## config.mk

```make
export PLATFORM = sky130hd
export DESIGN_NAME = cle_pixel_fetch_flat
export DESIGN_NICKNAME = d
export VERILOG_FILES = /design/src/rtl/cle_pkg.sv /design/src/rtl/cle_pixel_fetch_if.sv /design/src/rtl/cle_byte_fifo.sv /design/src/rtl/cle_pixel_fetch.sv /design/src/flat_wrapper.sv
export SDC_FILE = /design/constraint.sdc
export NUM_CORES = 1
export LEC_CHECK = 0
export CAP_MARGIN = 20
export CORE_MARGIN = 5
export CORE_UTILIZATION = 47
export DETAILED_ROUTE_END_ITERATION = 10
export PLACE_DENSITY = 0.71
export SYNTH_ARGS = -nofsm -noshare
export SYNTH_HDL_FRONTEND = slang
export SYNTH_SLANG_ARGS = --single-unit
export TNS_END_PERCENT = 30
```

## constraint.sdc

```tcl
create_clock -name clk -period 1.9 [get_ports clk]
set_input_delay 0.285 -clock clk [delete_from_list [all_inputs] [get_ports clk]]
set_output_delay 0.285 -clock clk [all_outputs]
set_load 0.01 [all_outputs]
```

## src/rtl/cle_pkg.sv

```systemverilog
// Shared types and geometry for the component labeling engine.
// Used by the pixel fetch stage and the labeler.
package cle_pkg;

  localparam int IMG_W        = 32;
  localparam int IMG_H        = 32;
  localparam int ROM_AW       = 7;
  localparam int SRAM_AW      = 10;
  localparam int PIX_PER_BYTE = 8;
  localparam int BUF_D        = 2;
  localparam int CNT_W        = $clog2(BUF_D + 1);
  localparam int CRD_W        = $clog2(IMG_W);

  typedef logic [CRD_W-1:0] coord_t;

  typedef enum logic [1:0] {
    IDLE,
    FETCH,
    DRAIN,
    DONE
  } state_t;

  localparam logic [ROM_AW-1:0] ROM_LAST =
    ROM_AW'(IMG_W * IMG_H / PIX_PER_BYTE - 1);
  localparam coord_t COL_MAX = coord_t'(IMG_W - 1);
  localparam coord_t ROW_MAX = coord_t'(IMG_H - 1);

endpackage

```

## src/rtl/cle_pixel_fetch_if.sv

```systemverilog
// Raster pixel stream between fetch stage and labeler.
// Valid/ready handshake with row/col tags.
interface cle_pixel_fetch_if;
  import cle_pkg::*;

  logic   pix_valid;
  logic   pix_ready;
  logic   pix_bit;
  coord_t pix_row;
  coord_t pix_col;
  logic   pix_last;

  modport master (
    output pix_valid,
    output pix_bit,
    output pix_row,
    output pix_col,
    output pix_last,
    input  pix_ready
  );

  modport slave (
    input  pix_valid,
    input  pix_bit,
    input  pix_row,
    input  pix_col,
    input  pix_last,
    output pix_ready
  );

endinterface

```

## src/rtl/cle_byte_fifo.sv

```systemverilog
// Small byte prefetch FIFO with push/pop/count.
// Caller never pushes when full unless popping in the same cycle.
module cle_byte_fifo #(
  parameter  int DEPTH = 2,
  parameter  int W     = 8,
  localparam int AW    = (DEPTH > 1) ? $clog2(DEPTH) : 1,
  localparam int CW    = $clog2(DEPTH + 1)
) (
  input  logic          clk,
  input  logic          reset,
  input  logic          push,
  input  logic [W-1:0]  din,
  input  logic          pop,
  output logic [W-1:0]  dout,
  output logic [CW-1:0] count
);

  logic [W-1:0]  mem_q [DEPTH];
  logic [W-1:0]  mem_d [DEPTH];
  logic [AW-1:0] wp_q, wp_d;
  logic [AW-1:0] rp_q, rp_d;
  logic [CW-1:0] cnt_q, cnt_d;

  function automatic logic [AW-1:0] nxt(
    input logic [AW-1:0] p
  );
    return (p == AW'(DEPTH - 1)) ? '0 : p + AW'(1);
  endfunction

  always_comb begin
    mem_d = mem_q;
    wp_d  = wp_q;
    rp_d  = rp_q;
    cnt_d = cnt_q + CW'(push) - CW'(pop);
    if (push) begin
      mem_d[wp_q] = din;
      wp_d        = nxt(wp_q);
    end
    if (pop) begin
      rp_d = nxt(rp_q);
    end
  end

  always_ff @(posedge clk) begin
    if (reset) begin
      mem_q <= '{default: '0};
      wp_q  <= '0;
      rp_q  <= '0;
      cnt_q <= '0;
    end else begin
      mem_q <= mem_d;
      wp_q  <= wp_d;
      rp_q  <= rp_d;
      cnt_q <= cnt_d;
    end
  end

  assign dout  = mem_q[rp_q];
  assign count = cnt_q;

endmodule

```

## src/rtl/cle_pixel_fetch.sv

```systemverilog
// Reads the packed binary image from ROM and unpacks it
// into a raster pixel stream, one pixel per clock unstalled.
module cle_pixel_fetch
  import cle_pkg::*;
(
  input  logic              clk,
  input  logic              reset,
  input  logic              start,
  output logic [ROM_AW-1:0] rom_a,
  input  logic [7:0]        rom_q,
  cle_pixel_fetch_if.master pix,
  output logic              busy,
  output logic              done
);

  state_t             state_q, state_d;
  logic [ROM_AW-1:0]  rom_a_q, rom_a_d;
  logic               rd_inflight_q, rd_inflight_d;
  coord_t             row_q, row_d;
  coord_t             col_q, col_d;

  logic               issue;
  logic               fire;
  logic               pop;
  logic               valid;
  logic               last;
  logic [7:0]         head;
  logic [CNT_W-1:0]   fifo_cnt;

  // rom_q is only meaningful the cycle after a read was issued
  cle_byte_fifo #(
    .DEPTH (BUF_D),
    .W     (8)
  ) u_fifo (
    .clk   (clk),
    .reset (reset),
    .push  (rd_inflight_q),
    .din   (rom_q),
    .pop   (pop),
    .dout  (head),
    .count (fifo_cnt)
  );

  assign busy  = (state_q == FETCH) || (state_q == DRAIN);
  assign done  = (state_q == DONE);
  assign valid = busy && (fifo_cnt != '0);
  assign last  = valid && (row_q == ROW_MAX)
                       && (col_q == COL_MAX);
  assign fire  = valid && pix.pix_ready;
  assign pop   = fire && (col_q[2:0] == 3'd7);
  assign issue = (state_q == FETCH) &&
    ((32'(fifo_cnt) + 32'(rd_inflight_q)) < 32'(BUF_D));

  always_comb begin
    state_d       = state_q;
    rom_a_d       = rom_a_q;
    row_d         = row_q;
    col_d         = col_q;
    rd_inflight_d = issue;
    unique case (state_q)
      IDLE: begin
        if (start) begin
          state_d = FETCH;
          rom_a_d = '0;
          row_d   = '0;
          col_d   = '0;
        end
      end
      FETCH: begin
        if (issue) begin
          if (rom_a_q == ROM_LAST) state_d = DRAIN;
          else rom_a_d = rom_a_q + ROM_AW'(1);
        end
      end
      DRAIN: ;
      DONE:  state_d = IDLE;
      default: state_d = IDLE;
    endcase
    if (fire) begin
      if (col_q == COL_MAX) begin
        col_d = '0;
        row_d = row_q + coord_t'(1);
      end else begin
        col_d = col_q + coord_t'(1);
      end
      if (last) begin
        state_d = DONE;
        row_d   = '0;
        col_d   = '0;
      end
    end
  end

  always_ff @(posedge clk) begin
    if (reset) begin
      state_q       <= IDLE;
      rom_a_q       <= '0;
      rd_inflight_q <= 1'b0;
      row_q         <= '0;
      col_q         <= '0;
    end else begin
      state_q       <= state_d;
      rom_a_q       <= rom_a_d;
      rd_inflight_q <= rd_inflight_d;
      row_q         <= row_d;
      col_q         <= col_d;
    end
  end

  assign rom_a         = rom_a_q;
  assign pix.pix_valid = valid;
  assign pix.pix_bit   = valid & head[3'd7 - col_q[2:0]];
  assign pix.pix_row   = row_q;
  assign pix.pix_col   = col_q;
  assign pix.pix_last  = last;

endmodule
```

## src/flat_wrapper.sv

```systemverilog
// flat-port wrapper written by rule: the top's interface ports become plain ports
module cle_pixel_fetch_flat import cle_pkg::*;
  (clk, reset, start, rom_a, rom_q, busy, done, pix_pix_valid, pix_pix_bit, pix_pix_row, pix_pix_col, pix_pix_last, pix_pix_ready);
  cle_pixel_fetch_if pix_i ();
  input  logic clk;
  input  logic reset;
  input  logic start;
  output logic [ROM_AW-1:0] rom_a;
  input  logic [7:0] rom_q;
  output logic busy;
  output logic done;
  output wire logic [$bits(pix_i.pix_valid)-1:0] pix_pix_valid;
  output wire logic [$bits(pix_i.pix_bit)-1:0] pix_pix_bit;
  output wire logic [$bits(pix_i.pix_row)-1:0] pix_pix_row;
  output wire logic [$bits(pix_i.pix_col)-1:0] pix_pix_col;
  output wire logic [$bits(pix_i.pix_last)-1:0] pix_pix_last;
  input wire logic [$bits(pix_i.pix_ready)-1:0] pix_pix_ready;
  assign pix_pix_valid = pix_i.pix_valid;
  assign pix_pix_bit = pix_i.pix_bit;
  assign pix_pix_row = pix_i.pix_row;
  assign pix_pix_col = pix_i.pix_col;
  assign pix_pix_last = pix_i.pix_last;
  assign pix_i.pix_ready = pix_pix_ready;
  cle_pixel_fetch u_core (.clk(clk), .reset(reset), .start(start), .rom_a(rom_a), .rom_q(rom_q), .pix(pix_i), .busy(busy), .done(done));
endmodule
```

After elaboration in Yosys (flattened, before gate mapping)
Index checks and enable logic that the tools add are counted.
W data, S select, Z words.
Word-level totals
  flip-flop bits (word level): 40
  output and inout port bits: 22
  logic and storage cells: 82
  input port bits: 12
Cells by class
  reduce and logical (&&, ||, !) cells: 15
  multiplexer cells: 30
  $add $sub $neg: 9
  equality and inequality tests: 10
  bitwise gates (word level): 3
  magnitude comparators: 5
Operators by type and width (number)
  $mux W5: 10
  $lt A32 B2 Y1 const B: 1
  $mux W8: 4
  $mux W7: 3
  $bwmux W16: 1
  $pmux W7 S2: 1
  $add A5 B1 Y5 const B: 2
  $eq A5 B5 Y1 const B: 2
  $mux W2: 5
  $demux W8 S1: 1
  $reduce_bool A2 Y1: 4
  $add A7 B1 Y7 const B: 1
  $eq A7 B7 Y1 const B: 1
  $logic_and A1 B1 Y1: 7
  $pmux W2 S3: 1
  $eq A2 B2 Y1 const B: 2
  $ge A2 B2 Y1 const B: 2
  $lt A3 B4 Y1 const B: 1
  $ne A2 B2 Y1 const B: 2
  $not A1 Y2: 2
  $reduce_and A4 Y1: 1
  $add A2 B1 Y3: 1
  $bmux W1 S3: 1
  $eq A3 B3 Y1 const B: 1
  other kinds (12): 15

Longest topological paths before layout
  word-level depth: 7
  gate-level depth with buffers: 11

Modules after synthesis
Synthesis repeated with hierarchy kept, for this count alone.
Second synthesis, totals
  cell total of the unflattened synthesis: 236
  area total of the unflattened synthesis: 2004.4 um^2
Modules (own cells, without submodules)
  cle_pixel_fetch: area each 1156.1 um^2, cells an instance 138, instances 1
  cle_byte_fifo: area each 848.3 um^2, cells an instance 98, instances 1

Worst setup path before layout
Ideal clock, no wire load.
  path kind: reg2reg
  from: reg u_core.state_q[0]
  to: reg u_core.u_fifo.cnt_q[1], in the netlist u_core.u_fifo.count[1]
  period minus slack after synthesis: 2193 ps
  library setup time: 128 ps
  arrival time: 2065 ps
  path slack: -293 ps
  required time: 1772 ps
  stages on the path, launching flop included: 12
  cells stage by stage: dfxtp_1 -> inv_1 -> ha_1 -> o211a_1 -> buf_2 -> and2_1 -> ha_1 -> inv_1 -> ha_1 -> xor2_1 -> xnor2_1 -> nor2_1
On the way
  word-level cells in the longest chain between the ends: 6
  elaborated cells between the ends (all ways): 7
  those cells by class: 1 x add/sub; 2 x eq/ne; 4 x reduce/logical
RTL lines
  start, declared: RTL line cle_pixel_fetch.sv:16  | state_t state_q, state_d;
  start signal, assigned: RTL line cle_pixel_fetch.sv:102  | state_q <= state_d;
  $eq A2 B1 Y1 / $eq A2 B2 Y1 (equally long branches): RTL line cle_pixel_fetch.sv:44  | assign busy = (state_q == FETCH) || (state_q == DRAIN);
  $logic_or A1 B1 Y1 *: RTL line cle_pixel_fetch.sv:44
  named net busy: RTL line flat_wrapper.sv:10  | output logic busy;
  $logic_and A1 B1 Y1 *: RTL line cle_pixel_fetch.sv:46  | assign valid = busy && (fifo_cnt != '0);
  $logic_and A1 B1 Y1 *: RTL line cle_pixel_fetch.sv:49  | assign fire = valid && pix.pix_ready;
  $logic_and A1 B1 Y1 *: RTL line cle_pixel_fetch.sv:50  | assign pop = fire && (col_q[2:0] == 3'd7);
  named net u_core.pop: RTL line cle_pixel_fetch.sv:24  | logic pop;
  $sub A2 B1 Y2 *: RTL line cle_byte_fifo.sv:34  | cnt_d = cnt_q + CW'(push) - CW'(pop);
  end signal, assigned: RTL line cle_byte_fifo.sv:54  | cnt_q <= cnt_d;
  end, declared: RTL line cle_byte_fifo.sv:22  | logic [CW-1:0] cnt_q, cnt_d;
The timed path passes the listed nets; every way through them passes the cells marked *.
A chain may end at the register's enable or synchronous reset.

Final worst setup path
  from: reg u_core.col_q[1], in the netlist u_core.pix.pix_col[1]
  to: out pix_pix_bit
On the way
  word-level cells in the longest chain between the ends: 4
RTL lines
  start, declared: RTL line cle_pixel_fetch.sv:20  | coord_t col_q, col_d;
  start signal, assigned: RTL line cle_pixel_fetch.sv:106  | col_q <= col_d;
  $sub A3 B3 Y3: RTL line cle_pixel_fetch.sv:112  | assign pix.pix_bit = valid & head[3'd7 - col_q[2:0]];
  $bmux W1 S3: RTL line cle_pixel_fetch.sv:112
  $mux W1 (implied by the code): RTL line cle_pixel_fetch.sv:112
  $and A1 B1 Y1: RTL line cle_pixel_fetch.sv:112
  end, declared: RTL line flat_wrapper.sv:13  | output wire logic [$bits(pix_i.pix_bit)-1:0] pix_pix_bit;
Every way passes these cells. The select of a mux whose other input is x is not followed.

==> impl_metrics.json <==
{
  "critical_path_depth": 5,
  "grt_max_degree": 19,
  "dieArea_um2": 5634,
  "place_inst": 334,
  "setup_ws_ps": -48.68,
  "drtAntennaViolNets": 0,
  "port_buffers": 33,
  "cp.arrival_ps": 1660,
  "synthDistinctLibCells": 41,
  "design_area_um2": 2679,
  "avgSynthCellArea_um2": 8.394,
  "tns_ps": -48.68,
  "placed_cell_area_um2": 2555,
  "drt_iter0_drc": 112,
  "synth_top_area_share_pct": 40.25,
  "grt_usage_pct": 18.16,
  "vias_per_cell": 5.531,
  "hpwl_mm": 3.584,
  "period_share_pct": 102.6,
  "overflow": 0,
  "grt_pass1_wl_mm": 7.962,
  "vias": 1897,
  "core_um2": 4058,
  "leakage_nw": 1.008,
  "cts_buffer_depth": 2,
  "first_pass_iters": 4,
  "synthToLayoutAreaGrowth_pct": 34.65,
  "die_width_um": 75.06,
  "cts_tree": "built",
  "crit_slowest_cell": "mux4_2",
  "period_needed_ps": 1949,
  "place_ws_ps": -121.5,
  "stdcell_count": 343,
  "wl_per_cell_um": 13.95,
  "total_power_mw": 1.660,
  "synth_nets": 261,
  "antenna_found_initial": 0,
  "vdd_drop_max_v": 0.0003586,
  "synth-warning-count": 0,
  "slowest_delay_ps": 480,
  "setup_viol_count_final": 1,
  "final_cell_mix": "37 x dfxtp_1, 36 x a21oi_1, 32 x nand2_1",
  "hold_ws_ps": 456.3,
  "die_y_um": 75.06,
  "ys_seq_elements": 40,
  "nets": 316,
  "path_buf_inv": 1,
  "violations": "setup timing",
  "multi_input_area_um2": 1175,
  "whs_path_depth": 2,
  "ys_seq_area_share_pct": 40.25,
  "met1_usage_pct": 23.91,
  "clk_pin_slew_ps": 70,
  "start_util_pct": 49.03,
  "hold_violations": 0,
  "min-delay-start": "u_core.u_fifo.mem_q[9]",
  "hold-path-endpoint": "u_core.u_fifo.mem_q[9]",
  "crit_chain": "mux4_2 -> a2bb2oi_1 -> a32oi_1 -> nor2_1 -> buf_2",
  "syn_area_um2": 1989,
  "ios": 34,
  "worstMarginPinSlew_ps": 569.7,
  "top_usage_layer": "met2",
  "maxSlewViolCount": 0,
  "critical_path.top_delay_family": "multiplexers",
  "final_common_cell": "dfxtp_1",
  "drive_above_1_share_pct": 19.11,
  "seq_area_um2": 807.0,
  "r2r_end": "u_core.pix.pix_col[3]",
  "maxCapViolCount": 0,
  "crit_fanout": 3,
  "rsz0062_at_grt": "true",
  "path_class": "reg -> out",
  "ys_top_cells_by_area": "dfxtp_1 40%, a21oi_1 9.3%, ha_1 7.5%",
  "fp-row-count": 23,
  "cts_root_buf": "clkbuf_8",
  "met2_usage_pct": 30.17,
  "cts_made_buffers": 5,
  "use_met3_pct": 4.272,
  "fill_cells": 343,
  "grt_pass1_vias": 1763,
  "cts.sinks": 40,
  "relSlewSlack_pct": 61.88,
  "status": "complete, but fails checks",
  "finish.utilization_pct": 66.02,
  "synth-async-reset-ratio_pct": 0,
  "drc": 0,
  "min_path_type": "reg -> reg",
  "timing.rr.start": "u_core.pix.pix_col[1]",
  "gp_congestion": 0.8026,
  "p_per_area_nw_per_um2": 619.6,
  "end_kind": "primary output",
  "clock_latency_ps": 290,
  "routed_wl_mm": 4.784,
  "clock_skew_ps": 7.981,
  "synth_cells": 237,
  "r2r_slack_ps": 50,
  "reg2reg_depth": 7,
  "max_freq_mhz": 513.2,
  "ys.flop_type": "dfxtp_1",
  "yosysTopAreaCell": "dfxtp_1",
  "start_kind": "flip-flop",
  "worstPathRequired_ps": 1620,
  "diodes": 0,
  "cts-htree-levels": 2,
  "synth_edf_count": 0
}
worst max-delay path by stage:
| stage | start | to | slack, ps |
|---|---|---|---|
| finish | u_core.pix.pix_col[1] | pix_pix_bit | -50 |
| global route | u_core.pix.pix_col[1] | pix_pix_bit | -160 |
| CTS | u_core.pix.pix_col[1] | pix_pix_bit | -70 |
| detailed placement | u_core.pix.pix_col[1] | pix_pix_bit | -120 |
| global placement | u_core.pix.pix_col[1] | pix_pix_bit | -120 |
| floorplan | u_core.state_q[0] | u_core.u_fifo.count[1] | -30 |
cell usage after synthesis (all sizes together), types with 2 or more instances:
library cell and n:
dfxtp 40, a21oi 38, nand2 33, nand3 25
ha 12, nor2 11, inv 9, clkbuf 7
o21ai 6, and3 4, mux2i 4, o211ai 4
buf 3, nor2b 3, or3 3, a2bb2oi 2
and2 2, mux4 2, nand2b 2, nand4 2
nor3 2, o2111ai 2, o31ai 2, or2 2
or4 2, xnor2 2
flip-flops by register name (all words and copies together), names as in the netlist:
register,count
u_core.pix.pix_row,5
u_core.rd_inflight_q,1
u_core.u_fifo.rp_q,1
u_core.state_q,2
u_core.u_fifo.count,2
u_core.rom_a,7
u_core.pix.pix_col,5
u_core.u_fifo.mem_q,16
u_core.u_fifo.wp_q,1
tightest hold or removal path, cell delays in order (launching register included):
cell	delay, ps
dfxtp_1	310
nand2_1	50
a21oi_1	50
cell families after synthesis:
| logic type | after synthesis | synth area share, % |
|---|---|---|
| AO/OA/AOI/OAI | 61 | 19.06 |
| XOR/XNOR | 3 | 1.321 |
| adder cells (fa/ha/maj) | 12 | 7.547 |
| buffers and inverters | 19 | 3.773 |
| flip-flops | 40 | 40.25 |
| multiplexers | 7 | 5.031 |
| AND/OR/NAND/NOR | 95 | 23.02 |
cell type report:
class                           count  area share (%)
Clock buffer                        8           3.363
Inverter                            9           1.261
Multi-Input combinational cell    178           43.86
Sequential cell                    40           30.13
Tap cell                           50           2.335
Timing Repair Buffer               58           19.06
repair_timing:
action | CTS | global route
endpoints found under the setup margin | 5 | 8
gates resized for setup | 9 | 10
hold buffers | 0 | 0
buffers inserted | 0 | 1
pin swaps | 1 | 5
power by group:
group / total (mW) / leakage, nW / internal (mW) / switching, mW
logic: 0.206 / 0.638 / 0.0958 / 0.110
registers: 0.877 / 0.325 / 0.856 / 0.0209
clock network: 0.577 / 0.0455 / 0.296 / 0.281
per-layer routing:
layer,share of wire (%),up-vias
met2,47,35
met3,4.7,6
met1,48,896
met5,0,-
li1,-,960
met4,0.84,0
(Power assumes the default switching activity.)
